--- src/rtl/mdu_share_arbiter_if.sv ---
// Request/response and MDU handshake bundle between the requesters, the arbiter and mdu_macro.
interface mdu_share_arbiter_if;
  logic [1:0]  req_valid;
  logic [1:0]  req_ready;
  logic [5:0]  req_funct3;
  logic [63:0] req_op_a;
  logic [63:0] req_op_b;
  logic [1:0]  rsp_valid;
  logic [1:0]  rsp_ready;
  logic [31:0] rsp_result;
  logic        rsp_err;
  logic        mdu_start;
  logic        mdu_ack;
  logic [2:0]  mdu_funct3;
  logic [31:0] mdu_operand_a;
  logic [31:0] mdu_operand_b;
  logic        mdu_busy;
  logic        mdu_done;
  logic [63:0] mdu_product;
  logic [31:0] mdu_quotient;
  logic [31:0] mdu_remainder;

  modport slave (
    input  req_valid, req_funct3, req_op_a, req_op_b, rsp_ready,
           mdu_busy, mdu_done, mdu_product, mdu_quotient, mdu_remainder,
    output req_ready, rsp_valid, rsp_result, rsp_err,
           mdu_start, mdu_ack, mdu_funct3, mdu_operand_a, mdu_operand_b
  );

  modport master (
    output req_valid, req_funct3, req_op_a, req_op_b, rsp_ready,
           mdu_busy, mdu_done, mdu_product, mdu_quotient, mdu_remainder,
    input  req_ready, rsp_valid, rsp_result, rsp_err,
           mdu_start, mdu_ack, mdu_funct3, mdu_operand_a, mdu_operand_b
  );
endinterface

--- src/rtl/mdu_share_arbiter.sv ---
// Round-robin share of one MDU between the core pipeline (port 0) and a spare/debug requester (port 1),
// with start/done/ack sequencing, RV32M result selection, a WAIT watchdog and stale-done draining.
module mdu_share_arbiter #(
  parameter int unsigned TIMEOUT_CYCLES = 64,
  parameter int unsigned CNT_W          = 8
) (
  input logic                clk,
  input logic                rst,
  mdu_share_arbiter_if.slave bus
);

  typedef enum logic [1:0] {IDLE, ISSUE, WAIT, RESP} state_e;

  localparam bit               WDOG_EN  = (TIMEOUT_CYCLES != 0);
  localparam logic [CNT_W-1:0] CNT_LAST = CNT_W'(TIMEOUT_CYCLES - 1);

  state_e            state_q, state_d;
  logic              last_grant_q, last_grant_d;
  logic              grant_q, grant_d;
  logic [2:0]        funct3_q, funct3_d;
  logic [31:0]       op_a_q, op_a_d;
  logic [31:0]       op_b_q, op_b_d;
  logic [31:0]       result_q, result_d;
  logic              err_q, err_d;
  logic [CNT_W-1:0]  cnt_q, cnt_d;

  logic              grant_sel;
  logic [31:0]       sel_result;
  logic [1:0]        req_ready_c;
  logic [1:0]        rsp_valid_c;
  logic              start_c;
  logic              ack_c;

  // Contention goes to whoever did not win last; otherwise the lone valid requester.
  assign grant_sel = (bus.req_valid == 2'b11) ? ~last_grant_q : bus.req_valid[1];

  // Architectural result by RV32M funct3.
  always_comb begin
    sel_result = bus.mdu_remainder;
    case (funct3_q)
      3'b000:                 sel_result = bus.mdu_product[31:0];
      3'b001, 3'b010, 3'b011: sel_result = bus.mdu_product[63:32];
      3'b100, 3'b101:         sel_result = bus.mdu_quotient;
      default:                sel_result = bus.mdu_remainder;
    endcase
  end

  // Next-state and handshake outputs.
  always_comb begin
    state_d      = state_q;
    last_grant_d = last_grant_q;
    grant_d      = grant_q;
    funct3_d     = funct3_q;
    op_a_d       = op_a_q;
    op_b_d       = op_b_q;
    result_d     = result_q;
    err_d        = err_q;
    cnt_d        = cnt_q;
    req_ready_c  = 2'b00;
    rsp_valid_c  = 2'b00;
    start_c      = 1'b0;
    ack_c        = 1'b0;

    case (state_q)
      IDLE: begin
        if (bus.mdu_done) begin
          // Retire a leftover done from an aborted op; nobody is accepted meanwhile.
          ack_c = 1'b1;
        end else if (bus.req_valid != 2'b00) begin
          req_ready_c[grant_sel] = 1'b1;
          grant_d  = grant_sel;
          funct3_d = grant_sel ? bus.req_funct3[5:3] : bus.req_funct3[2:0];
          op_a_d   = grant_sel ? bus.req_op_a[63:32] : bus.req_op_a[31:0];
          op_b_d   = grant_sel ? bus.req_op_b[63:32] : bus.req_op_b[31:0];
          state_d  = ISSUE;
        end
      end
      ISSUE: begin
        start_c = ~bus.mdu_busy;
        if (!bus.mdu_busy) begin
          cnt_d   = '0;
          state_d = WAIT;
        end
      end
      WAIT: begin
        if (bus.mdu_done) begin
          ack_c    = 1'b1;
          result_d = sel_result;
          err_d    = 1'b0;
          state_d  = RESP;
        end else if (WDOG_EN && (cnt_q == CNT_LAST)) begin
          result_d = 32'hFFFF_FFFF;
          err_d    = 1'b1;
          state_d  = RESP;
        end else begin
          cnt_d = cnt_q + CNT_W'(1);
        end
      end
      RESP: begin
        rsp_valid_c[grant_q] = 1'b1;
        if (bus.rsp_ready[grant_q]) begin
          last_grant_d = grant_q;
          state_d      = IDLE;
        end
      end
      default: state_d = IDLE;
    endcase
  end

  always_ff @(posedge clk) begin
    if (rst) begin
      state_q      <= IDLE;
      last_grant_q <= 1'b1;
      grant_q      <= 1'b0;
      funct3_q     <= 3'b000;
      op_a_q       <= 32'd0;
      op_b_q       <= 32'd0;
      result_q     <= 32'd0;
      err_q        <= 1'b0;
      cnt_q        <= '0;
    end else begin
      state_q      <= state_d;
      last_grant_q <= last_grant_d;
      grant_q      <= grant_d;
      funct3_q     <= funct3_d;
      op_a_q       <= op_a_d;
      op_b_q       <= op_b_d;
      result_q     <= result_d;
      err_q        <= err_d;
      cnt_q        <= cnt_d;
    end
  end

  // Handshake strobes are held low while reset is applied.
  assign bus.req_ready     = rst ? 2'b00 : req_ready_c;
  assign bus.rsp_valid     = rst ? 2'b00 : rsp_valid_c;
  assign bus.mdu_start     = ~rst & start_c;
  assign bus.mdu_ack       = ~rst & ack_c;
  assign bus.rsp_result    = result_q;
  assign bus.rsp_err       = err_q;
  assign bus.mdu_funct3    = funct3_q;
  assign bus.mdu_operand_a = op_a_q;
  assign bus.mdu_operand_b = op_b_q;

endmodule

--- src/flat_wrapper.sv ---
// flat-port wrapper written by rule: the top's interface ports become plain ports
module mdu_share_arbiter_flat 
#(
  parameter int unsigned TIMEOUT_CYCLES = 64,
  parameter int unsigned CNT_W          = 8
)
  (clk, rst, bus_req_valid, bus_req_funct3, bus_req_op_a, bus_req_op_b, bus_rsp_ready, bus_mdu_busy, bus_mdu_done, bus_mdu_product, bus_mdu_quotient, bus_mdu_remainder, bus_req_ready, bus_rsp_valid, bus_rsp_result, bus_rsp_err, bus_mdu_start, bus_mdu_ack, bus_mdu_funct3, bus_mdu_operand_a, bus_mdu_operand_b);
  mdu_share_arbiter_if bus_i ();
  input logic clk;
  input logic rst;
  input wire logic [$bits(bus_i.req_valid)-1:0] bus_req_valid;
  input wire logic [$bits(bus_i.req_funct3)-1:0] bus_req_funct3;
  input wire logic [$bits(bus_i.req_op_a)-1:0] bus_req_op_a;
  input wire logic [$bits(bus_i.req_op_b)-1:0] bus_req_op_b;
  input wire logic [$bits(bus_i.rsp_ready)-1:0] bus_rsp_ready;
  input wire logic [$bits(bus_i.mdu_busy)-1:0] bus_mdu_busy;
  input wire logic [$bits(bus_i.mdu_done)-1:0] bus_mdu_done;
  input wire logic [$bits(bus_i.mdu_product)-1:0] bus_mdu_product;
  input wire logic [$bits(bus_i.mdu_quotient)-1:0] bus_mdu_quotient;
  input wire logic [$bits(bus_i.mdu_remainder)-1:0] bus_mdu_remainder;
  output wire logic [$bits(bus_i.req_ready)-1:0] bus_req_ready;
  output wire logic [$bits(bus_i.rsp_valid)-1:0] bus_rsp_valid;
  output wire logic [$bits(bus_i.rsp_result)-1:0] bus_rsp_result;
  output wire logic [$bits(bus_i.rsp_err)-1:0] bus_rsp_err;
  output wire logic [$bits(bus_i.mdu_start)-1:0] bus_mdu_start;
  output wire logic [$bits(bus_i.mdu_ack)-1:0] bus_mdu_ack;
  output wire logic [$bits(bus_i.mdu_funct3)-1:0] bus_mdu_funct3;
  output wire logic [$bits(bus_i.mdu_operand_a)-1:0] bus_mdu_operand_a;
  output wire logic [$bits(bus_i.mdu_operand_b)-1:0] bus_mdu_operand_b;
  assign bus_i.req_valid = bus_req_valid;
  assign bus_i.req_funct3 = bus_req_funct3;
  assign bus_i.req_op_a = bus_req_op_a;
  assign bus_i.req_op_b = bus_req_op_b;
  assign bus_i.rsp_ready = bus_rsp_ready;
  assign bus_i.mdu_busy = bus_mdu_busy;
  assign bus_i.mdu_done = bus_mdu_done;
  assign bus_i.mdu_product = bus_mdu_product;
  assign bus_i.mdu_quotient = bus_mdu_quotient;
  assign bus_i.mdu_remainder = bus_mdu_remainder;
  assign bus_req_ready = bus_i.req_ready;
  assign bus_rsp_valid = bus_i.rsp_valid;
  assign bus_rsp_result = bus_i.rsp_result;
  assign bus_rsp_err = bus_i.rsp_err;
  assign bus_mdu_start = bus_i.mdu_start;
  assign bus_mdu_ack = bus_i.mdu_ack;
  assign bus_mdu_funct3 = bus_i.mdu_funct3;
  assign bus_mdu_operand_a = bus_i.mdu_operand_a;
  assign bus_mdu_operand_b = bus_i.mdu_operand_b;
  mdu_share_arbiter #(.TIMEOUT_CYCLES(TIMEOUT_CYCLES), .CNT_W(CNT_W)) u_core (.clk(clk), .rst(rst), .bus(bus_i));
endmodule
--- config.mk ---
export PLATFORM = sky130hd
export DESIGN_NAME = mdu_share_arbiter_flat
export DESIGN_NICKNAME = d
export VERILOG_FILES = /design/src/rtl/mdu_share_arbiter_if.sv /design/src/rtl/mdu_share_arbiter.sv /design/src/flat_wrapper.sv
export SDC_FILE = /design/constraint.sdc
export NUM_CORES = 1
export LEC_CHECK = 0
export BUFFER_PORTS_ARGS = -buffer_cell sky130_fd_sc_hd__buf_2
export CORE_AREA = 3 3 144 146
export CTS_CLUSTER_SIZE = 28
export DETAILED_ROUTE_END_ITERATION = 8
export DIE_AREA = 0 0 147 149
export SETUP_SLACK_MARGIN = 0.02
export SLEW_MARGIN = 20
export SYNTH_ARGS = -nofsm -noshare
export SYNTH_HDL_FRONTEND = slang
export SYNTH_SLANG_ARGS = --single-unit
--- constraint.sdc ---
create_clock -name clk -period 2.9 [get_ports clk]
set_input_delay 0.435 -clock clk [delete_from_list [all_inputs] [get_ports clk]]
set_output_delay 0.435 -clock clk [all_outputs]
set_load 0.02 [all_outputs]
==> out/summary.txt <==
Status - complete, no violations
Reg2reg path depth - 6
Sequential power share - 36.3%
Post-synth top flop - dfxtp_1
Hold Crit Start - bus_req_op_a[45]
# DRC - 0
Worst Hold Path EP - u_core.bus.mdu_operand_a[13]$_SDFFE_PP0P_
Final setup vio count - 0
Share of cells above drive strength 1 - 45.9%
Ant diodes - 0
Placed Instances - 1158
Internal - 0.00356 W
Register area - 0.00224 mm²
RSZ-0062 raised after global routing - false
WL final - 21100 µm
Std-Cell Rows - 51
Clk pwr share - 25.6%
Clk_lat worst skew - 0.36 ns
Final weighted congestion in routability-driven placement - 0.775
Total track usage - 18.1%
Placed inst area - 0.00759 mm²
Die Width - 147 µm
Hold Path Class - input pin to register
Final Worst Setup Slack - 0.657 ns
Sw Ratio - 36.3%
Pwr dens - 705 mW/mm²
Fin crit period - 2.24 ns
Vias in the first global route - 5425
# hold bufs at CTS - 0
Post-CTS setup buffer count - 0
FF+latch count, synth - 112
Required time of the critical path - 2.47 ns
WHS - 0.295 ns
Adder-cell area share of the yosys netlist - 1.15%
First-pass GRT wire length - 30800 µm
Final instance area - 0.00793 mm²
Pre-CTS setup slack - 0.518 ns
Initial Util - 27.9%
Top-count cell post-synth - dfxtp_1
Num ports - 376
R2R Setup Slk - 0.68 ns
Synth Area in Compound Gates - 25.0%
Mapped Area - 0.00546 mm²
Area of the die - 0.0219 mm²
CTS Buffer Depth - 2
Tightest Pin Transition - 1.02 ns
Vias - 5576
Remaining Overflow, GRT - 0
Layout area overhead - 45.4%
Synth area leaders - dfxtp_1, mux2i_1, a221o_1, and2_1, a211oi_1
# resized after CTS - 0
Element type at the critical path end - output pin
RR Endpoint - u_core.cnt_q[7]$_SDFFE_PP0P_
Number of vias per cell - 4.75
Mapped Avg Cell Area - 9.81 µm²
Clk_skew - 0.00928 ns
Worst Path Arrival - 1.81 ns
Post-synthesis cell count - 556
Synth warn - 0
Pleak - 3.88 nW
Slew headroom - 32.1%
Sw Pwr - 0.00203 W
Non-filler cells in the finished layout - 1173
Startpoint Class - register
Fmax - 446 MHz
Pre-antenna DRT Iters - 6
Initial antenna violation count - 2
Die Ht - 149 µm
Share of the synthesized area in the top cell type - 41.1%
Antenna Nets Post-Route - 0
Setup TNS - 0 ns
CTS tree - built
Synth cell count leaders - dfxtp_1, mux2i_1, and2_1
# fillers - 1991
Pin count of the biggest net entering global routing - 49
Syn nets - 831
Fin. max-slew vios - 0
FFs w/ async S/R, synth - 0%
Synth Area in Simple Gates - 13.1%
Max cap viols - 0
Drt initial violations - 192
Multi-input gate area - 0.00299 mm²
CP Max Fanout - 3
Root Driver - clkbuf_16
Distinct cells, synth - 44
HPWL after DPL - 17100 µm
Number of flops mapped to enable cells by yosys - 0
Nets - 1179
Seq/Total Area, Yosys - 41.1%
Synth area leader - dfxtp_1
Num CTS Buffers - 9
H-tree depth - 3
Port bufs - 375
Final Hold Fails - 0
Maximum vdd drop - 299 µV
Final period utilization - 77.3%
Xor/xnor share of the synthesized area - 0%
Largest family of logic cells by synthesized area - compound AO/OA/AOI/OAI gates
Clk sinks - 112
WL/cell - 18.0 µm
Crit Reg-Reg Startpoint - u_core.state_q[0]$_SDFFE_PP0P_
Setup CP Type - register to output pin
Reg clk slew, reported paths - 0.08 ns
Post-synthesis mux area share - 14.7%
Core Area - 0.0195 mm²
Logic pwr share - 38.1%
Hold path depth - 2
worst max-delay path: stages (launching register included):
cell	delay, ns
dfxtp_1	0.34
inv_1	0.10
ha_1	0.19
nand2b_1	0.20
nor4_4	0.39
buf_2	0.24
placed cells by master (no fill, tap or decap), drive strengths merged, types with 5 or more instances in the layout:
cell type and count:
ha 5, buf 388, nor3b 5, o21a 25, a221oi 25, nand2 7, o22a 6, nor3 7
dfxtp 112, inv 12, mux2i 78, or4 5, o21ai 11, clkbuf 9, nor2 41, a21oi 11
a221o 43, a211oi 31, a21boi 6, and2 46
per-stage QoR:
step                util (%)  total power [W]
global route            40.6          0.00594
detailed placement      38.9          0.00422
global placement        38.9          0.00422
finish                  40.6          0.00560
floorplan                  -          0.00343
CTS                     40.6          0.00569
flip-flops by register name (all words and copies together), names as in the netlist:
register	cells
u_core.bus.mdu_operand_a	32
u_core.bus.mdu_operand_b	32
u_core.bus.rsp_result	32
u_core.cnt_q	8
u_core.bus.mdu_funct3	3
u_core.state_q	2
u_core.bus.rsp_err	1
u_core.grant_q	1
u_core.last_grant_q	1
cells by family (layout without fill, tap and decap cells):
kind of cell    count (synthesis)  in the layout
fa+ha+maj                       5              5
buf+inv                        61            413
flops                         112            112
compound gates                169            169
simple gates                  129            129
mux                            80             80
per-layer routing:
metal / vias up / track usage, % / share of wire, %
met3: 16 / 5.41 / 8.5
met1: 2491 / 20.6 / 39
met4: 2 / 4.29 / 1.3
met5: - / 0 / 0.076
met2: 263 / 33.4 / 51
li1: 2804 / - / -
power by group through the flow:
stage / logic (W) / clock network (W) / registers, W
6_report: 0.00213 / 0.00143 / 0.00203
5_1_grt: 0.00232 / 0.00154 / 0.00207
4_1_cts: 0.00216 / 0.00149 / 0.00204
3_5_place_dp: 0.00216 / 0 / 0.00206
3_3_place_gp: 0.00215 / 0 / 0.00207
2_1_floorplan: 0.00106 / 0 / 0.00237
how the worst max path moves through the flow:
stage | start | to | slack (ns) | depth (start not counted)
after global placement | u_core.state_q[0]$_SDFFE_PP0P_ | u_core.bus.rsp_result[29]$_SDFFE_PP0P_ | 0.55 | 6
after CTS | u_core.state_q[0]$_SDFFE_PP0P_ | u_core.bus.rsp_result[24]$_SDFFE_PP0P_ | 0.50 | 6
after global routing | u_core.state_q[0]$_SDFFE_PP0P_ | bus_req_ready[0] | 0.52 | 5
final | u_core.state_q[0]$_SDFFE_PP0P_ | bus_req_ready[0] | 0.66 | 5
after detailed placement | u_core.state_q[0]$_SDFFE_PP0P_ | u_core.bus.rsp_result[24]$_SDFFE_PP0P_ | 0.52 | 6
after floorplan | u_core.state_q[0]$_SDFFE_PP0P_ | u_core.cnt_q[7]$_SDFFE_PP0P_ | 0.91 | 9
cell type report:
class / instances / share of cell area [%]
clock buffer: 9 / 2.84
clock inverter: 6 / 1.45
multi-input combinational: 383 / 37.7
inverter: 10 / 0.473
timing repair buffer: 388 / 25.0
sequential: 112 / 28.3
tap: 265 / 4.18
(Power assumes the default switching activity.)
